<file path="src/rtl/simd_pkg.sv">
// Shared types and defaults for the SIMD operand fetch slice.
// Lane count, lane width, fetch state encoding and index widths.
package simd_pkg;

    localparam int SIMD_LANES = 4;
    localparam int SIMD_XLEN  = 32;
    localparam int REG_ADDR_W = 5;
    localparam int IDX_W      = $clog2(SIMD_LANES);
    localparam int VL_W       = IDX_W + 1;

    typedef enum logic [1:0] {
        IDLE,
        FETCH,
        HOLD
    } fetch_state_e;

    typedef logic [IDX_W-1:0] lane_idx_t;
    typedef logic [VL_W-1:0]  vl_t;

endpackage

</file>
<file path="src/rtl/simd_lane_buffer.sv">
// Per-operand lane buffer: one register per lane plus capture logic.
// Writeback snooping is compiled in when SIMD_FETCH_SNOOP_EN is defined.
module simd_lane_buffer
    import simd_pkg::*;
#(
    parameter int LANES = SIMD_LANES,
    parameter int XLEN  = SIMD_XLEN
) (
    input  logic                      clk,
    input  logic                      reset,
    input  logic                      clear,
    input  logic                      cap_en,
    input  logic [$clog2(LANES)-1:0]  cap_idx,
    input  logic [REG_ADDR_W-1:0]     cap_addr,
    input  logic [XLEN-1:0]           cap_data,
    input  logic                      snoop_act,
    input  logic                      wb_en,
    input  logic [REG_ADDR_W-1:0]     wb_addr,
    input  logic [XLEN-1:0]           wb_data,
    output logic [LANES*XLEN-1:0]     lanes
);

    localparam int IW = $clog2(LANES);

    logic [XLEN-1:0] data_q [LANES];
    logic [XLEN-1:0] cap_val;

`ifdef SIMD_FETCH_SNOOP_EN
    logic [REG_ADDR_W-1:0] addr_q [LANES];
    logic [LANES-1:0]      vld_q;

    // A write landing on the address read this cycle beats the stale port data.
    assign cap_val = (wb_en && wb_addr == cap_addr) ? wb_data : cap_data;

    // Remember which register each captured lane came from.
    always_ff @(posedge clk or posedge reset) begin
        if (reset) begin
            vld_q <= '0;
            for (int i = 0; i < LANES; i++) addr_q[i] <= '0;
        end else if (clear) begin
            vld_q <= '0;
            for (int i = 0; i < LANES; i++) addr_q[i] <= '0;
        end else if (cap_en) begin
            for (int i = 0; i < LANES; i++) begin
                if (cap_idx == IW'(i)) begin
                    vld_q[i]  <= 1'b1;
                    addr_q[i] <= cap_addr;
                end
            end
        end
    end
`else
    logic unused_snoop;

    assign cap_val      = cap_data;
    assign unused_snoop = ^{snoop_act, wb_en, wb_addr, wb_data, cap_addr};
`endif

    // Capture the current lane; refresh already-captured lanes on a matching write.
    always_ff @(posedge clk or posedge reset) begin
        if (reset) begin
            for (int i = 0; i < LANES; i++) data_q[i] <= '0;
        end else if (clear) begin
            for (int i = 0; i < LANES; i++) data_q[i] <= '0;
        end else begin
            for (int i = 0; i < LANES; i++) begin
                if (cap_en && cap_idx == IW'(i)) begin
                    data_q[i] <= cap_val;
`ifdef SIMD_FETCH_SNOOP_EN
                end else if (snoop_act && wb_en && vld_q[i] &&
                             addr_q[i] == wb_addr) begin
                    data_q[i] <= wb_data;
`endif
                end
            end
        end
    end

    for (genvar g = 0; g < LANES; g++) begin : g_pack
        assign lanes[g*XLEN +: XLEN] = data_q[g];
    end

endmodule

</file>
<file path="src/rtl/simd_operand_fetch.sv">
// Walks consecutive registers through the two register file read ports
// and presents packed operand vectors. Optional macro: SIMD_FETCH_SNOOP_EN.
module simd_operand_fetch
    import simd_pkg::*;
#(
    parameter int LANES = SIMD_LANES,
    parameter int XLEN  = SIMD_XLEN
) (
    input  logic                     clk,
    input  logic                     reset,
    input  logic                     req_valid,
    output logic                     req_ready,
    input  logic [4:0]               req_rs1,
    input  logic [4:0]               req_rs2,
    input  logic [$clog2(LANES):0]   req_vl,
    input  logic                     req_splat,
    output logic [4:0]               rf_addr1,
    output logic [4:0]               rf_addr2,
    input  logic [XLEN-1:0]          rf_data1,
    input  logic [XLEN-1:0]          rf_data2,
    input  logic                     wb_en,
    input  logic [4:0]               wb_addr,
    input  logic [XLEN-1:0]          wb_data,
    output logic                     out_valid,
    input  logic                     out_ready,
    output logic [LANES*XLEN-1:0]    out_a,
    output logic [LANES*XLEN-1:0]    out_b,
    output logic [$clog2(LANES):0]   out_vl
);

    localparam int IW = $clog2(LANES);
    localparam int VW = IW + 1;
    localparam int AW = REG_ADDR_W;

    fetch_state_e    state;
    fetch_state_e    state_nxt;
    logic [IW-1:0]   idx;
    logic [AW-1:0]   rs1_q;
    logic [AW-1:0]   rs2_q;
    logic [VW-1:0]   vl_q;
    logic            splat_q;
    logic [VW-1:0]   vl_eff;
    logic            accept;
    logic            last;
    logic            in_fetch;
    logic            snoop_act;

    // Zero or oversized lane counts mean a full vector.
    assign vl_eff    = (req_vl == '0 || req_vl > VW'(LANES)) ? VW'(LANES) : req_vl;
    assign accept    = req_valid && (state == IDLE);
    assign last      = ({1'b0, idx} == vl_q - VW'(1));
    assign in_fetch  = (state == FETCH);
    assign snoop_act = (state == FETCH) || (state == HOLD);
    assign out_vl    = vl_q;

    // State register.
    always_ff @(posedge clk or posedge reset) begin
        if (reset) state <= IDLE;
        else       state <= state_nxt;
    end

    // Next-state: accept, walk vl lanes, wait for the consumer.
    always_comb begin
        state_nxt = state;
        unique case (state)
            IDLE:    if (req_valid) state_nxt = FETCH;
            FETCH:   if (last)      state_nxt = HOLD;
            HOLD:    if (out_ready) state_nxt = IDLE;
            default: state_nxt = IDLE;
        endcase
    end

    // Outputs decoded from state only, so no input reaches them combinationally.
    always_comb begin
        req_ready = 1'b0;
        out_valid = 1'b0;
        rf_addr1  = '0;
        rf_addr2  = '0;
        unique case (state)
            IDLE:  req_ready = 1'b1;
            FETCH: begin
                rf_addr1 = rs1_q + AW'(idx);
                rf_addr2 = splat_q ? rs2_q : rs2_q + AW'(idx);
            end
            HOLD:  out_valid = 1'b1;
            default: ;
        endcase
    end

    // Latch the request on accept and step the lane index during FETCH.
    always_ff @(posedge clk or posedge reset) begin
        if (reset) begin
            idx     <= '0;
            rs1_q   <= '0;
            rs2_q   <= '0;
            vl_q    <= '0;
            splat_q <= 1'b0;
        end else if (accept) begin
            idx     <= '0;
            rs1_q   <= req_rs1;
            rs2_q   <= req_rs2;
            vl_q    <= vl_eff;
            splat_q <= req_splat;
        end else if (in_fetch) begin
            idx     <= idx + IW'(1);
        end
    end

    simd_lane_buffer #(.LANES(LANES), .XLEN(XLEN)) u_buf_a (
        .clk       (clk),
        .reset     (reset),
        .clear     (accept),
        .cap_en    (in_fetch),
        .cap_idx   (idx),
        .cap_addr  (rf_addr1),
        .cap_data  (rf_data1),
        .snoop_act (snoop_act),
        .wb_en     (wb_en),
        .wb_addr   (wb_addr),
        .wb_data   (wb_data),
        .lanes     (out_a)
    );

    simd_lane_buffer #(.LANES(LANES), .XLEN(XLEN)) u_buf_b (
        .clk       (clk),
        .reset     (reset),
        .clear     (accept),
        .cap_en    (in_fetch),
        .cap_idx   (idx),
        .cap_addr  (rf_addr2),
        .cap_data  (rf_data2),
        .snoop_act (snoop_act),
        .wb_en     (wb_en),
        .wb_addr   (wb_addr),
        .wb_data   (wb_data),
        .lanes     (out_b)
    );

endmodule

</file>
<file path="config.mk">
export PLATFORM = sky130hd
export DESIGN_NAME = simd_operand_fetch
export DESIGN_NICKNAME = d
export VERILOG_FILES = /design/src/rtl/simd_pkg.sv /design/src/rtl/simd_lane_buffer.sv /design/src/rtl/simd_operand_fetch.sv
export SDC_FILE = /design/constraint.sdc
export NUM_CORES = 1
export LEC_CHECK = 0
export ABC_AREA = 1
export ABC_CLOCK_PERIOD_IN_PS = 8500
export BUFFER_PORTS_ARGS = -buffer_cell sky130_fd_sc_hd__buf_2
export CAP_MARGIN = 40
export CORE_ASPECT_RATIO = 1.25
export CORE_MARGIN = 2
export CORE_UTILIZATION = 45
export CTS_CLUSTER_SIZE = 16
export DETAILED_ROUTE_END_ITERATION = 8
export PLACE_DENSITY = 0.77
export SLEW_MARGIN = 10
export SYNTH_ARGS = -nofsm -noshare
export SYNTH_HDL_FRONTEND = slang
export SYNTH_HIERARCHICAL = 1
export SYNTH_SLANG_ARGS = --single-unit
</file>
<file path="constraint.sdc">
create_clock -name clk -period 8.5 [get_ports clk]
set_clock_uncertainty 0.1 [all_clocks]
set_input_delay 0.425 -clock clk [delete_from_list [all_inputs] [get_ports clk]]
set_output_delay 0.425 -clock clk [all_outputs]
set_load 0.005 [all_outputs]
</file>
---- Yosys cells after proc, flatten, opt, wreduce, memory -nomap -nowiden ----
Index checks and enable logic that the tools add are counted.
cells by class
  $add $sub $neg .......................... 4
  $mul .................................... 0
  divide/modulo/power cells ............... 0
  $lt $le $gt $ge ......................... 1
  eq/ne operators ......................... 9
  shifts and indexed selects .............. 0
  mux-type cells .......................... 22
  bitwise gates (word level) .............. 0
  reductions and logical operators ........ 15
operator list
  cell                                                                 number
  128-bit two-way mux                                                  2
  32-bit two-way mux                                                   8
  5-bit two-way mux                                                    3
  5-bit by 2-bit adder with 5-bit output                               2
  2-bit two-way mux                                                    5
  2-bit nonzero test                                                   5
  2-bit == test (second input constant)                                3
  2-bit != test (second input constant)                                3
  2-bit one-hot mux with 3 select lines                                1
  1-bit logical AND                                                    5
  2-bit by 1-bit == test with 1-bit output (second input constant)     2
  2-bit zero test                                                      2
  2-bit by 3-bit == test with 1-bit output                             1
  3-bit > comparator (second input constant)                           1
  3-bit zero test                                                      1
  3-bit two-way mux                                                    1
  3-bit AND reduction                                                  1
  3-bit by 1-bit subtractor with 3-bit output (second input constant)  1
  2-bit by 1-bit adder with 2-bit output (second input constant)       1
  1-bit two-way mux                                                    2
  1-bit logical OR                                                     1
word-level totals
  flip-flop bits (word level) ............. 274
  bits in latches ......................... 0
  memory bits (writable) .................. 0
  memory bits (read-only) ................. 0
  input bits .............................. 120
  output and inout bits ................... 271
  logic and storage cells ................. 65
  memories kept ........................... 0

---- Logic depth before layout (Yosys ltp) ----
  depth after elaboration ................. 4
  mapped depth ............................ 11

---- Modules after synthesis ----
The synthesis kept the hierarchy.
modules (own cells, without submodules)
  module              instances  cells each  area each (µm²)
  simd_lane_buffer    2          639         5405.2
  simd_operand_fetch  1          146         1203.7

---- Worst setup path after synthesis ----
OpenSTA, ideal clock, no wires.
  path type ............................... register to output
  from .................................... reg idx[1]
  to ...................................... out rf_addr2[4]
  arrival time ............................ 1.537 ns
  data required time ...................... 7.975 ns
  slack ................................... 6.438 ns
  cell stages (with the launch flop) ...... 8
  cell sequence ........................... dfrtp_1 > inv_2 > fa_1 > inv_1 > nand3_2 > nor2_2 > o21ai_1 > a21oi_1
between the ends
  longest elaborated chain between the ends .. 3
ends and longest elaborated chain
  item                                    RTL line                   source
  start: declaration                      simd_operand_fetch.sv:37   logic [IW-1:0] idx;
  start signal: assignment                simd_operand_fetch.sv:105  idx <= idx + IW'(1);
  5-bit by 2-bit adder with 5-bit output  simd_operand_fetch.sv:83   rf_addr2 = splat_q ? rs2_q : rs2_q + AW'(idx);
  5-bit two-way mux                       simd_operand_fetch.sv:83
  5-bit two-way mux                       simd_operand_fetch.sv:79   unique case (state)
  end: declaration                        simd_operand_fetch.sv:18   output logic [4:0] rf_addr2,
Every way passes these cells.

---- Final worst setup path ----
  from .................................... reg state[1]
  to ...................................... out rf_addr2[1]
between the ends
  longest elaborated chain between the ends .. 2
ends and longest elaborated chain
  item                                      RTL line                  source
  start: declaration                        simd_operand_fetch.sv:35  fetch_state_e state;
  start signal: assignment                  simd_operand_fetch.sv:59  else state <= state_nxt;
  2-bit by 1-bit == test with 1-bit output  -
  via in_fetch                              simd_operand_fetch.sv:45  logic in_fetch;
  5-bit two-way mux                         simd_operand_fetch.sv:79
The timed path passes the listed nets, and every way through them passes these cells.

==> implementation parameters <==
Parameter                              Value

Run status
  Run status ... finished clean

Synth
  Syn. warnings ... 6
  Count of unique library cells instantiated by Yosys ... 26
  Async set-or-reset flop fraction in the synthesized netlist ... 100%
  Share of the synthesized area in the top cell type ... 57.1%
  Post-Synthesis Cells ... 1424
  Number of enable flip-flop cells after synthesis ... 0
  Ranking of synthesized cells by area ... sky130_fd_sc_hd__dfrtp_1, sky130_fd_sc_hd__nand3_1, sky130_fd_sc_hd__nand2_1
  Per-instance average area after synthesis ... 8.44 um2
  Main synth FF type ... sky130_fd_sc_hd__dfrtp_1
  Mapped Nets ... 1557
  Library cell occupying the most area in the post-synthesis netlist ... sky130_fd_sc_hd__dfrtp_1
  FF+latch count, synth ... 274
  Post-synthesis instance area ... 0.0120 mm2
  Portion of the post-synthesis area used by sequential elements ... 57.1%

Placement
  Cell Count Post-Placement ... 2039
  Instance area after placement ... 0.0140 mm2
  Count of input and output buffers ... 352
  Final GP Congestion ... 0.859
  Total half-perimeter wirelength after legalization and detailed placement ... 24.5 mm

Layout
  Final design utilization ... 57.5%
  Sequential Area ... 0.00686 mm2
  Leading cell type in the layout, fill and taps excluded ... sky130_fd_sc_hd__nand2_1
  Synthesis-to-finish area growth ... 25.3%
  Share of post-route cells with drive strength above 1 ... 25.8%
  Total number of nets in the final design ... 1872
  Area used by multi-input combinational logic ... 0.00429 mm2
  Final Instance Area ... 0.0151 mm2
  Non-Filler Instances ... 2100
  Filler cell count in the final layout ... 2274
  Commonest cells after routing, fill and taps aside ... sky130_fd_sc_hd__nand2_1, sky130_fd_sc_hd__nand3_1, sky130_fd_sc_hd__buf_2

Power and ir drop
  Maximum vdd drop ... 0.183 mV
  Internal power contribution ... 3.38 mW
  Proportion of power drawn by the clock network ... 22.0%
  Fraction of power consumed by sequential logic ... 37.6%
  PwrDens ... 377 mW/mm2
  Switching power ... 2.29 mW
  Fraction of power spent switching nets ... 40.4%
  Combinational power share ... 40.4%
  Leak pwr ... 9.05 nW
  Pwr Total ... 5.67 mW

Clock tree
  Num CTS Buffers ... 28
  Number of gates resized after CTS ... 0
  Later-pin clock latency in the skew report ... 540 ps
  Clock Sinks ... 274
  Number of hold buffers added after CTS ... 10
  Clock tree buffer depth ... 3
  Cell at the root of the clock tree ... sky130_fd_sc_hd__clkbuf_16
  Max H-tree Level ... 1
  Clock slew seen by the registers of the worst setup and hold paths ... 60 ps
  CTS tree ... yes
  Number of buffers added for setup after CTS ... 0

Timing
  Maximum operating frequency ... 0.301 GHz
  Slew Limit Headroom ... 46.4%
  Slew Viols, Final ... 0
  Post-Route Setup TNS ... 0 ps
  Unrepaired setup endpoints after global routing ... false
  Final Cycle Share ... 39.1%
  Number of setup violations in the final report ... 0
  Min Clock Period, post-route ... 3320 ps
  Final hold vios ... 0
  Worst slew pin tran ... 804 ps

Floorplanning
  Vert. Die Dim ... 187 um
  FP Rows ... 66
  Starting density of the core ... 45.9%
  Std-Cell Core Area ... 0.0262 mm2
  Chip Width ... 150 um
  Die footprint ... 0.0280 mm2
  Num ports ... 391

Worst setup path
  Worst flop-to-flop path startpoint ... state[0]$_DFFE_PP0P_
  Worst path arrival time ... 2800 ps
  Worst endpoint required time ... 7980 ps
  Largest fanout on the critical path ... 60
  Type of the worst setup path ... reg2out
  Nature of the critical path startpoint ... register
  Endpoint type of the worst setup path ... output pin
  Reg-to-reg endpoint ... u_buf_b/lanes[100]$_DFFE_PP0P_
  Number of cells on the worst reg-to-reg path ... 10
  R2R setup slack ... 5330 ps

Route
  Routed WL ... 38.0 mm
  Post-route ant nets ... 0
  DRC violations left ... 0
  First DRT Iteration DRCs ... 689
  Detailed-router iteration count before antenna repair ... 5
  Avg WL per Cell ... 18.1 um
  Mean number of vias per cell ... 5.39
  Via count ... 11300

Global route
  Via count of the first global-routing pass ... 11000
  Gr usage total ... 26.7%
  Total overflow reported by the global router ... 0
  Wire length of the first global-routing pass ... 59.9 mm
  Largest net degree at the start of global routing ... 77
  Initial antenna violation count ... 2

Min path
  Worst Hold Class ... in2reg
  HP Start ... req_rs1[1]
  Hold Path Sink ... rs1_q[1]$_DFFE_PP0P_
  Worst hold path depth ... 3

Flow run
  Number of maximum-capacitance constraint violations ... 0
-- cell usage after synthesis, types with 2 or more instances --
library cell	count
sky130_fd_sc_hd__nand2_2	3
sky130_fd_sc_hd__ha_1	11
sky130_fd_sc_hd__nand2_1	424
sky130_fd_sc_hd__nor2_1	72
sky130_fd_sc_hd__buf_1	4
sky130_fd_sc_hd__clkbuf_1	40
sky130_fd_sc_hd__o21ai_2	9
sky130_fd_sc_hd__buf_4	2
sky130_fd_sc_hd__dfrtp_1	274
sky130_fd_sc_hd__fa_1	2
sky130_fd_sc_hd__inv_2	5
sky130_fd_sc_hd__nor2_2	3
sky130_fd_sc_hd__a21oi_1	8
sky130_fd_sc_hd__inv_1	97
sky130_fd_sc_hd__o21ai_0	9
sky130_fd_sc_hd__buf_2	55
sky130_fd_sc_hd__buf_12	2
sky130_fd_sc_hd__nand3_1	396
-- layout make-up --
cell class,instances,share of cell area (%)
flip-flops and latches,274,45.6
multi-input cells,944,28.5
repair buffers,388,14.2
clock buffers,40,5.56
well taps,340,2.83
inverters,103,2.63
clock inverters,9,0.665
diodes,2,0.0332
-- critical path, cell delays in order (launching register included) --
cell and delay (ps):
sky130_fd_sc_hd__dfrtp_1 390, sky130_fd_sc_hd__inv_1 170, sky130_fd_sc_hd__ha_4 400, sky130_fd_sc_hd__buf_4 660
sky130_fd_sc_hd__o21ai_0 220, sky130_fd_sc_hd__a21oi_1 210, sky130_fd_sc_hd__buf_2 150
-- metal layers --
metal / track usage, % / wire (um)
met4: 10.3 / 1460
met5: 0 / 0
met1: 33.1 / 14100
met3: 7.02 / 4060
met2: 44.5 / 18400
-- cells by family after synthesis --
kind of cell	Yosys count	synth area share (%)
buffers and inverters	206	7.36
adders and majority gates	13	1.48
AOI/OAI and AO/OA	30	1.57
DFF	274	57.1
xor gates and xnor gates	1	0.0729
and+or+nand+nor	900	32.4
-- worst max-delay path by stage --
stage                              start                             end  slack (ps)  cells past startpoint
CTS                 state[1]$_DFFE_PP0P_                     rf_addr2[1]        5170                      6
finish              state[1]$_DFFE_PP0P_                     rf_addr2[1]        5180                      6
detailed placement  state[0]$_DFFE_PP0P_  u_buf_b/lanes[113]$_DFFE_PP0P_        5390                     10
global placement    state[1]$_DFFE_PP0P_  u_buf_b/lanes[106]$_DFFE_PP0P_        5400                     10
floorplan                          reset    u_buf_a/lanes[0]$_DFFE_PP0P_        4560                      1
global route        state[1]$_DFFE_PP0P_                     rf_addr2[1]        4990                      6
-- stage by stage --
step	hold slack (ps)	setup WS, ps
floorplan	264	4560
global placement	376	5400
detailed placement	381	5390
CTS	8.55	5170
global route	20.9	4990
finish	22.4	5180
-- registers in the layout, summed over array words and instances, names as in the netlist --
register and cells:
u_buf_a/lanes 128, rs1_q 5, rs2_q 5, state 2
u_buf_b/lanes 128, idx 2, out_vl 3, splat_q 1
-- power groups by stage --
stage	sequential, mW	clock [mW]	combinational [mW]
2_1_floorplan	2.16	0	1.22
3_3_place_gp	2.12	0	2.20
3_5_place_dp	2.14	0	2.28
4_1_cts	2.13	1.27	2.29
5_1_grt	2.19	1.32	2.55
6_report	2.13	1.25	2.29
Power figures use the tool's default switching activity.
